**src/rtl/mem_align.sv**
```systemverilog
// Byte/half/word load-store aligner between a core port and a word memory.
// Define MEM_ALIGN_SPLIT_EN to split word-crossing accesses into two beats.
module mem_align #(
  parameter int AW = 32,
  parameter int DW = 32
) (
  input  logic          clk,
  input  logic          rst,
  input  logic          core_req_val,
  output logic          core_req_rdy,
  input  logic [AW-1:0] core_req_addr,
  input  logic [DW-1:0] core_req_data,
  input  logic          core_req_fcn,
  input  logic [2:0]    core_req_typ,
  output logic          core_resp_val,
  output logic [DW-1:0] core_resp_data,
  output logic          core_misaligned,
  output logic          mem_req_val,
  input  logic          mem_req_rdy,
  output logic [AW-1:0] mem_req_addr,
  output logic [DW-1:0] mem_req_data,
  output logic          mem_req_fcn,
  output logic [3:0]    mem_req_wmask,
  input  logic [DW-1:0] mem_resp_data
);

  localparam logic [2:0] MT_B  = 3'd1;
  localparam logic [2:0] MT_H  = 3'd2;
  localparam logic [2:0] MT_W  = 3'd3;
  localparam logic [2:0] MT_BU = 3'd5;
  localparam logic [2:0] MT_HU = 3'd6;

  logic [1:0]    off;
  logic [3:0]    ones;
  logic [7:0]    mask8;
  logic          mis;
  logic          st;
  logic [AW-3:0] word;
  logic [DW-1:0] st_lo;
  logic [DW-1:0] ld_lo;

  assign off   = core_req_addr[1:0];
  assign st    = core_req_fcn;
  assign word  = core_req_addr[AW-1:2];
  assign mask8 = {4'b0000, ones} << off;
  assign st_lo = core_req_data << {off, 3'b000};
  assign ld_lo = mem_resp_data >> {off, 3'b000};

  // access size as a right-justified byte-lane mask
  always_comb begin
    ones = 4'b0000;
    case (core_req_typ[1:0])
      2'd1:    ones = 4'b0001;
      2'd2:    ones = 4'b0011;
      2'd3:    ones = 4'b1111;
      default: ones = 4'b0000;
    endcase
  end

  assign mis = (core_req_typ[1:0] == 2'd2 && off == 2'd3) ||
               (core_req_typ[1:0] == 2'd3 && off != 2'd0);

  function automatic logic [DW-1:0] ext(
    input logic [DW-1:0] v,
    input logic [2:0]    typ
  );
    logic [DW-1:0] r;
    case (typ)
      MT_B:    r = {{24{v[7]}}, v[7:0]};
      MT_BU:   r = {24'd0, v[7:0]};
      MT_H:    r = {{16{v[15]}}, v[15:0]};
      MT_HU:   r = {16'd0, v[15:0]};
      MT_W:    r = v;
      default: r = '0;
    endcase
    return r;
  endfunction

`ifdef MEM_ALIGN_SPLIT_EN

  typedef enum logic [1:0] {
    IDLE  = 2'b01,
    SPLIT = 2'b10
  } state_t;

  state_t        state;
  logic [23:0]   hold;
  logic [1:0]    nb;
  logic [AW-3:0] word_nx;
  logic [DW-1:0] st_hi;
  logic [DW-1:0] merged;

  assign nb      = 2'd0 - off;
  assign word_nx = word + {{(AW-3){1'b0}}, 1'b1};
  assign st_hi   = core_req_data >> {nb, 3'b000};
  assign merged  = {8'd0, hold} | (mem_resp_data << {nb, 3'b000});

  // beat control, lane steering and response merge
  always_comb begin
    core_req_rdy    = 1'b0;
    core_resp_val   = 1'b0;
    core_resp_data  = '0;
    core_misaligned = 1'b0;
    mem_req_val     = 1'b0;
    mem_req_addr    = {word, 2'b00};
    mem_req_data    = st ? st_lo : '0;
    mem_req_fcn     = core_req_fcn;
    mem_req_wmask   = st ? mask8[3:0] : 4'b0000;
    if (!rst && core_req_val) begin
      unique case (1'b1)
        state[0]: begin
          mem_req_val = 1'b1;
          if (!mis) begin
            core_req_rdy   = mem_req_rdy;
            core_resp_val  = mem_req_rdy;
            core_resp_data = st ? '0 : ext(ld_lo, core_req_typ);
          end
        end
        state[1]: begin
          mem_req_val    = 1'b1;
          mem_req_addr   = {word_nx, 2'b00};
          mem_req_data   = st ? st_hi : '0;
          mem_req_wmask  = st ? mask8[7:4] : 4'b0000;
          core_req_rdy   = mem_req_rdy;
          core_resp_val  = mem_req_rdy;
          core_resp_data = st ? '0 : ext(merged, core_req_typ);
        end
        default: begin
          mem_req_val = 1'b0;
        end
      endcase
    end
  end

  // state and first-beat read bytes advance only when memory accepts
  always_ff @(posedge clk) begin
    if (rst) begin
      state <= IDLE;
      hold  <= '0;
    end else begin
      unique case (1'b1)
        state[0]: begin
          if (core_req_val && mis && mem_req_rdy) begin
            hold  <= ld_lo[23:0];
            state <= SPLIT;
          end
        end
        state[1]: begin
          if (mem_req_rdy) state <= IDLE;
        end
        default: state <= IDLE;
      endcase
    end
  end

`else

  logic unused;
  assign unused = ^{clk, mask8[7:4]};

  // single-beat path; word-crossing requests trap immediately
  always_comb begin
    core_req_rdy    = 1'b0;
    core_resp_val   = 1'b0;
    core_resp_data  = '0;
    core_misaligned = 1'b0;
    mem_req_val     = 1'b0;
    mem_req_addr    = {word, 2'b00};
    mem_req_data    = st ? st_lo : '0;
    mem_req_fcn     = core_req_fcn;
    mem_req_wmask   = st ? mask8[3:0] : 4'b0000;
    if (!rst && core_req_val) begin
      if (mis) begin
        core_misaligned = 1'b1;
        core_req_rdy    = 1'b1;
        core_resp_val   = 1'b1;
      end else begin
        mem_req_val    = 1'b1;
        core_req_rdy   = mem_req_rdy;
        core_resp_val  = mem_req_rdy;
        core_resp_data = st ? '0 : ext(ld_lo, core_req_typ);
      end
    end
  end

`endif

endmodule

```
**config.mk**
```make
export PLATFORM = sky130hd
export DESIGN_NAME = mem_align
export DESIGN_NICKNAME = d
export VERILOG_FILES = /design/src/rtl/mem_align.sv
export SDC_FILE = /design/constraint.sdc
export NUM_CORES = 1
export LEC_CHECK = 0
export CORE_MARGIN = 2
export CORE_UTILIZATION = 26
export DETAILED_ROUTE_END_ITERATION = 8
export GPL_TIMING_DRIVEN = 0
export MAX_ROUTING_LAYER = met4
export PLACE_DENSITY_LB_ADDON = 0.05
export SYNTH_ARGS = -nofsm -noshare
export SYNTH_HDL_FRONTEND = slang
export SYNTH_SLANG_ARGS = --single-unit
```
**constraint.sdc**
```tcl
create_clock -name vclk -period 1.3
set_clock_uncertainty 0.05 [all_clocks]
set_input_delay 0.13 -clock vclk [all_inputs]
set_output_delay 0.13 -clock vclk [all_outputs]
set_load 0.01 [all_outputs]
```
### Word level (Yosys, flattened, before mapping)

Index checks and enable logic that the tools add are counted.

* add/sub/neg operators: 0
* $mul: 0
* divide/modulo/power cells: 0
* $lt $le $gt $ge: 0
* equal/unequal tests: 9
* shift operators: 3
* muxes and demuxes: 13
* bitwise logic cells: 0
* reductions and logical operators: 6

Operator list (count)
* $pmux 32 s5: 1
* $mux 32: 4
* $shl 32x5->32: 1
* $shr 32x5->32: 1
* $pmux 4 s3: 1
* $eq 2x2->1 const B: 3
* $eq 3x2->1 const B: 2
* $eq 3x3->1 const B: 2
* $mux 1: 6
* $mux 4: 1
* $shl 4x2->4: 1
* $eq 3x1->1 const B: 1
* $logic_and 1x1->1: 3
* $eq 2x1->1 const B: 1
* $reduce_bool 2->1: 1
* $logic_not 1->1: 1
* $logic_or 1x1->1: 1

* register bits: 0
* bits in latches: 0
* RAM bits: 0
* ROM bits: 0
* input bits: 104
* output and inout port bits: 105
* word-level logic and storage cells: 31
* memories: 0

### Depth between registers and ports, before layout

Gate-level depths: netlist (run 1).

* word-level depth: 5
* mapped depth: 6
* mapped depth without buffers: 4

### Least setup slack after synthesis (run 1)

OpenSTA, ideal clock, no wires.

* kind: input to output
* start: input port core_req_addr[0]
* end: output port core_resp_data[21]
* data arrival time: 1.365 ns
* required time: 1.120 ns
* slack: -0.245 ns
* stages: 6
* path buffers: 2
* cell sequence: buf_6 maj3_2 a21oi_4 nand3b_2 buf_2 a21oi_1

* word-level cells in the longest chain between the ends: 5
* elaborated cells on any way between the ends: 10
* classes of those cells: eq/ne (1); shift (1); mux (4); reduce/logical (4)

Ends and longest elaborated chain
* from (decl): line 11 `input logic [AW-1:0] core_req_addr,`
* $shr 32x5->32, or another cell as far along: line 47 `assign ld_lo = mem_resp_data >> {off, 3'b000};`
* $pmux 32 s5, or another cell as far along: line 68 `case (typ)`
* $mux 32 / $logic_or 1x1->1 (equally long branches): line 181, 60
* $mux 32 (*): line 173 `if (mis) begin`
* $mux 32 (*): line 172 `if (!rst && core_req_val) begin`
* to (decl): line 16 `output logic [DW-1:0] core_resp_data,`

Every way passes the cells marked *; elsewhere a longest branch is shown, timed or not.

### Worst setup path in the final report (run 1)

* start: input port core_req_addr[0]
* end: output port core_resp_data[16]

Same word-level chain as after synthesis.

==> flow_summary.json, run 1 <==
{
  "layout_commonest_cell": "clkdlybuf4s50_1",
  "p_total_mw": 1.477,
  "die_h_um": 88.11,
  "min_path_type": "input port to output port",
  "antenna_found_initial": 0,
  "final_antenna_net_count": 0,
  "cp_cell_sequence": "buf_8 > mux2_4 > a32o_2 > a311oi_4 > buf_4 > buf_6 > a21oi_2 > buf_2",
  "worstSetupStartpointType": "input port",
  "io_buffers": 176,
  "design_area_sq_um": 4632,
  "die_w_um": 88.11,
  "drtIter0Drc": 48,
  "status": "complete, but fails checks",
  "yosysSeqAreaShare_pct": 0,
  "ios": 209,
  "nClkBuffers": 0,
  "setup_ws_ps": -515.6,
  "synthDistinctLibCells": 36,
  "grt_usage_pct": 21.71,
  "start_util_pct": 26.92,
  "core_area_sq_um": 6832,
  "layout_common_cells": "82 x clkdlybuf4s50_1, 69 x buf_2, 57 x buf_4, 53 x buf_6, 35 x nand2_1",
  "p_leak_nw": 2.217,
  "crit_required_ps": 1120,
  "synthSimpleGateAreaFrac_pct": 31.29,
  "synthTopCellsByArea": "mux2i_1 21%, buf_4 14%, nand2_1 9.2%",
  "grt_overflow_total": 0,
  "drt-pass1-iter-count": 4,
  "netlist_area_sq_um": 1839,
  "placed_cell_area_sq_um": 3791,
  "via_count": 2906,
  "area_growth_pct": 151.8,
  "slowest_delay_ps": 350,
  "final_core_util_pct": 67.80,
  "synth_top_family_by_area": "simple AND/OR/NAND/NOR gates",
  "nFlopsAndLatches": 0,
  "fin_nets": 637,
  "post-route-drc-count": 0,
  "cp-end-kind": "output port",
  "setup_violations": 70,
  "grt_pass1_wl_um": 13210,
  "synth_top_cell_area_share_pct": 21.22,
  "fmax_mhz": 550.8,
  "synth_xor_area_share_pct": 0,
  "avgSynthCellArea_sq_um": 6.409,
  "vias_per_cell": 4.635,
  "num_rows": 30,
  "critPathSlowestCell": "a311oi_4",
  "wl_um": 9497,
  "dp_hpwl_um": 6672,
  "crit_type": "input port to output port",
  "worst-path-buf-inv": 4,
  "min_from": "mem_resp_data[31]",
  "place.gp.congestion": 0.8356,
  "slew_viol_final": 0,
  "yosys_warnings": 0,
  "tns_ps": -19690,
  "critPathLaunch": "core_req_addr[0]",
  "diodes": 0,
  "cap_violations": 0,
  "power_density_nw_per_um2": 318.8,
  "crit_path_max_fanout": 4,
  "muxShareOfSynthArea_pct": 27.35,
  "peakVddDrop_v": 0.0001443,
  "hold_violations": 0,
  "violations": "setup timing",
  "arrival_ps": 1640,
  "first_global_vias": 2637,
  "ff_latch_area_sq_um": 0,
  "hold_ws_ps": 593.9,
  "routedWlPerCell_um": 15.15,
  "synth_fa_ha_area_share_pct": 0.6122,
  "drive_above_1_share_pct": 54.05,
  "rsz0062_at_grt": "true",
  "synthCells": 287,
  "holdBufCountCts": 0,
  "die_area_sq_um": 7762,
  "grt_max_degree": 11,
  "yosys.area.top_type": "mux2i_1",
  "synth_compound_area_share_pct": 19.80,
  "min_period_ps": 1816,
  "period_share_pct": 139.7,
  "crit_family": "compound AO/OA/AOI/OAI gates"
}
-- area by class of cell --
cell class	instances	area [sq um]
fillers	628	2200
repair buffers	245	2187
multi-input cells	229	1807
plain buffers	55	503.0
well taps	96	120.1
inverters	2	15.01
-- metrics by stage --
step | worst slack [ps] | instances
after floorplan | -200.3 | 288
after global placement | -1560 | 560
after detailed placement | -1542 | 560
after CTS | -580.8 | 604
after global routing | -563.8 | 627
final | -515.6 | 627
-- Yosys cell counts (2+ instances only) --
library cell and n:
nand2_1 45, mux2i_1 39, buf_4 35, nor2_1 31, a21oi_1 23, and2_1 22
o21ai_0 18, buf_2 11, mux2_2 10, and3_1 8, a211oi_1 7, clkbuf_1 7
a21oi_2 3, and2_0 2, buf_1 2, buf_6 2, nand3_1 2, nor3_1 2
-- repair_timing --
| action | 4_1_cts | 5_1_grt |
|---|---|---|
| setup buffers | 41 | 26 |
| pin swaps | 12 | 33 |
| resized for setup | 361 | 181 |
| setup endpoints to repair | 73 | 68 |
| endpoints found under the hold margin | 0 | 0 |
| gates cloned | 3 | 1 |
-- layer usage --
| layer | vias to the layer above | GRT usage, % | wire length, um |
|---|---|---|---|
| met5 | - | - | 0 |
| met4 | 0 | 0.1377 | 10 |
| met1 | 1338 | 26.19 | 3801 |
| met2 | 122 | 40.91 | 4923 |
| met3 | 4 | 2.639 | 761 |
| li1 | 1442 | - | - |
-- logic make-up after synthesis --
family	count (synthesis)
compound gates	57
other cells	1
buf+inv	59
simple gates	120
mux	49
fa+ha+maj	1
-- power breakdown --
part,leakage (nW),switching [mW],internal (mW)
combinational,2.22,0.608,0.868
clock,0,0,0
sequential,0,0,0
-- final timing paths --
path	end	slack, ps	cells past startpoint
worst max-delay path	core_resp_data[16]	-520	8
worst min-delay path	core_resp_data[31]	590	4
Power figures use the tool's default switching activity.
==> run 2: changes to the inputs <==
--- a/config.mk
+++ b/config.mk
@@ -11,6 +11,8 @@
 export GPL_TIMING_DRIVEN = 0
 export MAX_ROUTING_LAYER = met4
 export PLACE_DENSITY_LB_ADDON = 0.05
+export SKIP_LAST_GASP = 1
+export SLEW_MARGIN = 20
 export SYNTH_ARGS = -nofsm -noshare
 export SYNTH_HDL_FRONTEND = slang
 export SYNTH_SLANG_ARGS = --single-unit
==> flow_summary.json, run 2 (synthesis gave the netlist of run 1 again) <==
{
  "min_to": "core_resp_data[31]",
  "period_share_pct": 139.5,
  "grt_usage_pct": 21.61,
  "holdBufCountCts": 0,
  "hold_violations": 0,
  "diodes": 0,
  "crit_required_ps": 1120,
  "io_buffers": 176,
  "ff_latch_area_sq_um": 0,
  "die_area_sq_um": 7762,
  "rsz0062_at_grt": "true",
  "nClkBuffers": 0,
  "routedWlPerCell_um": 14.94,
  "crit_type": "input port to output port",
  "fill_cells": 621,
  "fin_nets": 636,
  "slew_viol_final": 0,
  "worstSetupStartpointType": "input port",
  "min_from": "mem_resp_data[31]",
  "hold_ws_ps": 592.1,
  "via_count": 2897,
  "num_rows": 30,
  "antenna_found_initial": 0,
  "status": "complete, but fails checks",
  "grt_overflow_total": 0,
  "dp_hpwl_um": 6672,
  "setup_violations": 71,
  "hold_path_depth": 4,
  "cap_violations": 0,
  "cp-end-kind": "output port",
  "place.gp.congestion": 0.8356,
  "place_ws_ps": -1542,
  "first_global_vias": 2627,
  "violations": "setup timing",
  "crit_path_max_fanout": 4,
  "drt-pass1-iter-count": 4,
  "wl_um": 9350,
  "final_antenna_net_count": 0,
  "post-route-drc-count": 0,
  "peakVddDrop_v": 0.0001585,
  "layout_common_cells": "83 x clkdlybuf4s50_1, 69 x buf_4, 65 x buf_2, 42 x nand2_1, 37 x buf_6",
  "drtIter0Drc": 47,
  "min_period_ps": 1813,
  "start_util_pct": 26.92,
  "p_leak_nw": 2.242,
  "area_growth_pct": 149.7,
  "drive_above_1_share_pct": 51.32,
  "die_h_um": 88.11,
  "nFlopsAndLatches": 0,
  "grt_pass1_wl_um": 13150,
  "grt_max_degree": 11,
  "tns_ps": -21910,
  "ios": 209,
  "fmax_mhz": 551.4,
  "min_path_type": "input port to output port",
  "final_core_util_pct": 67.23,
  "layout_commonest_cell": "clkdlybuf4s50_1",
  "arrival_ps": 1630,
  "power_density_nw_per_um2": 316.6,
  "die_w_um": 88.11,
  "core_area_sq_um": 6832,
  "setup_ws_ps": -513.4,
  "p_total_mw": 1.454,
  "vias_per_cell": 4.628
}
-- run 2: where the power goes --
| group | switching, mW | internal, mW |
|---|---|---|
| Clock | 0 | 0 |
| Combinational | 0.594 | 0.861 |
| Sequential | 0 | 0 |
-- run 2: critical path, cell delays in order --
cell and delay [ps]:
buf_8 110, mux2_4 310, a32o_2 260, a311oi_4 350, buf_4 210, buf_6 100
a21oi_2 40, buf_2 140
-- run 2: final cells by class --
type | instances | area [sq um] | share of cell area [%]
multi-input combinational | 229 | 1787 | 38.90
tap | 96 | 120.1 | 2.615
inverter | 2 | 15.01 | 0.3269
timing repair buffer | 242 | 2132 | 46.42
buffer | 57 | 539.3 | 11.74
-- run 2: stage by stage --
stage,cell area [sq um],instances
6_report,4593,626
5_1_grt,4593,626
3_5_place_dp,3791,560
2_1_floorplan,1909,288
4_1_cts,4308,604
3_3_place_gp,3791,560
-- run 2: what timing repair did --
action	CTS	global route
gates cloned	3	0
resized for setup	337	144
buffers inserted	41	24
setup endpoints to repair	73	69
pin swaps	12	24
-- run 2: how the worst max path moves through the flow --
| stage | startpoint | endpoint | slack [ps] | depth (start not counted) |
|---|---|---|---|---|
| floorplan | core_req_addr[0] | core_resp_data[21] | -200 | 6 |
| global placement | core_req_typ[1] | core_resp_data[11] | -1560 | 6 |
| detailed placement | core_req_typ[1] | core_resp_data[11] | -1540 | 6 |
| CTS | core_req_addr[0] | core_resp_data[16] | -580 | 8 |
| global route | core_req_addr[0] | core_resp_data[16] | -560 | 8 |
| finish | core_req_addr[0] | core_resp_data[16] | -510 | 8 |
-- run 2: per-layer routing --
layer	vias to the layer above	global-route usage (%)	routed length (um)
met5	-	-	0
met3	2	2.451	720
met1	1326	26.13	3794
met4	0	0	16
li1	1443	-	-
met2	126	40.84	4818
==> run 3: changes to the inputs <==
--- a/config.mk
+++ b/config.mk
@@ -8,6 +8,7 @@
 export CORE_MARGIN = 2
 export CORE_UTILIZATION = 26
 export DETAILED_ROUTE_END_ITERATION = 8
+export GPL_ROUTABILITY_DRIVEN = 1
 export GPL_TIMING_DRIVEN = 0
 export MAX_ROUTING_LAYER = met4
 export PLACE_DENSITY_LB_ADDON = 0.05
==> results of run 3 <==
Final layout, timing and power as in run 2 (identical DEF).
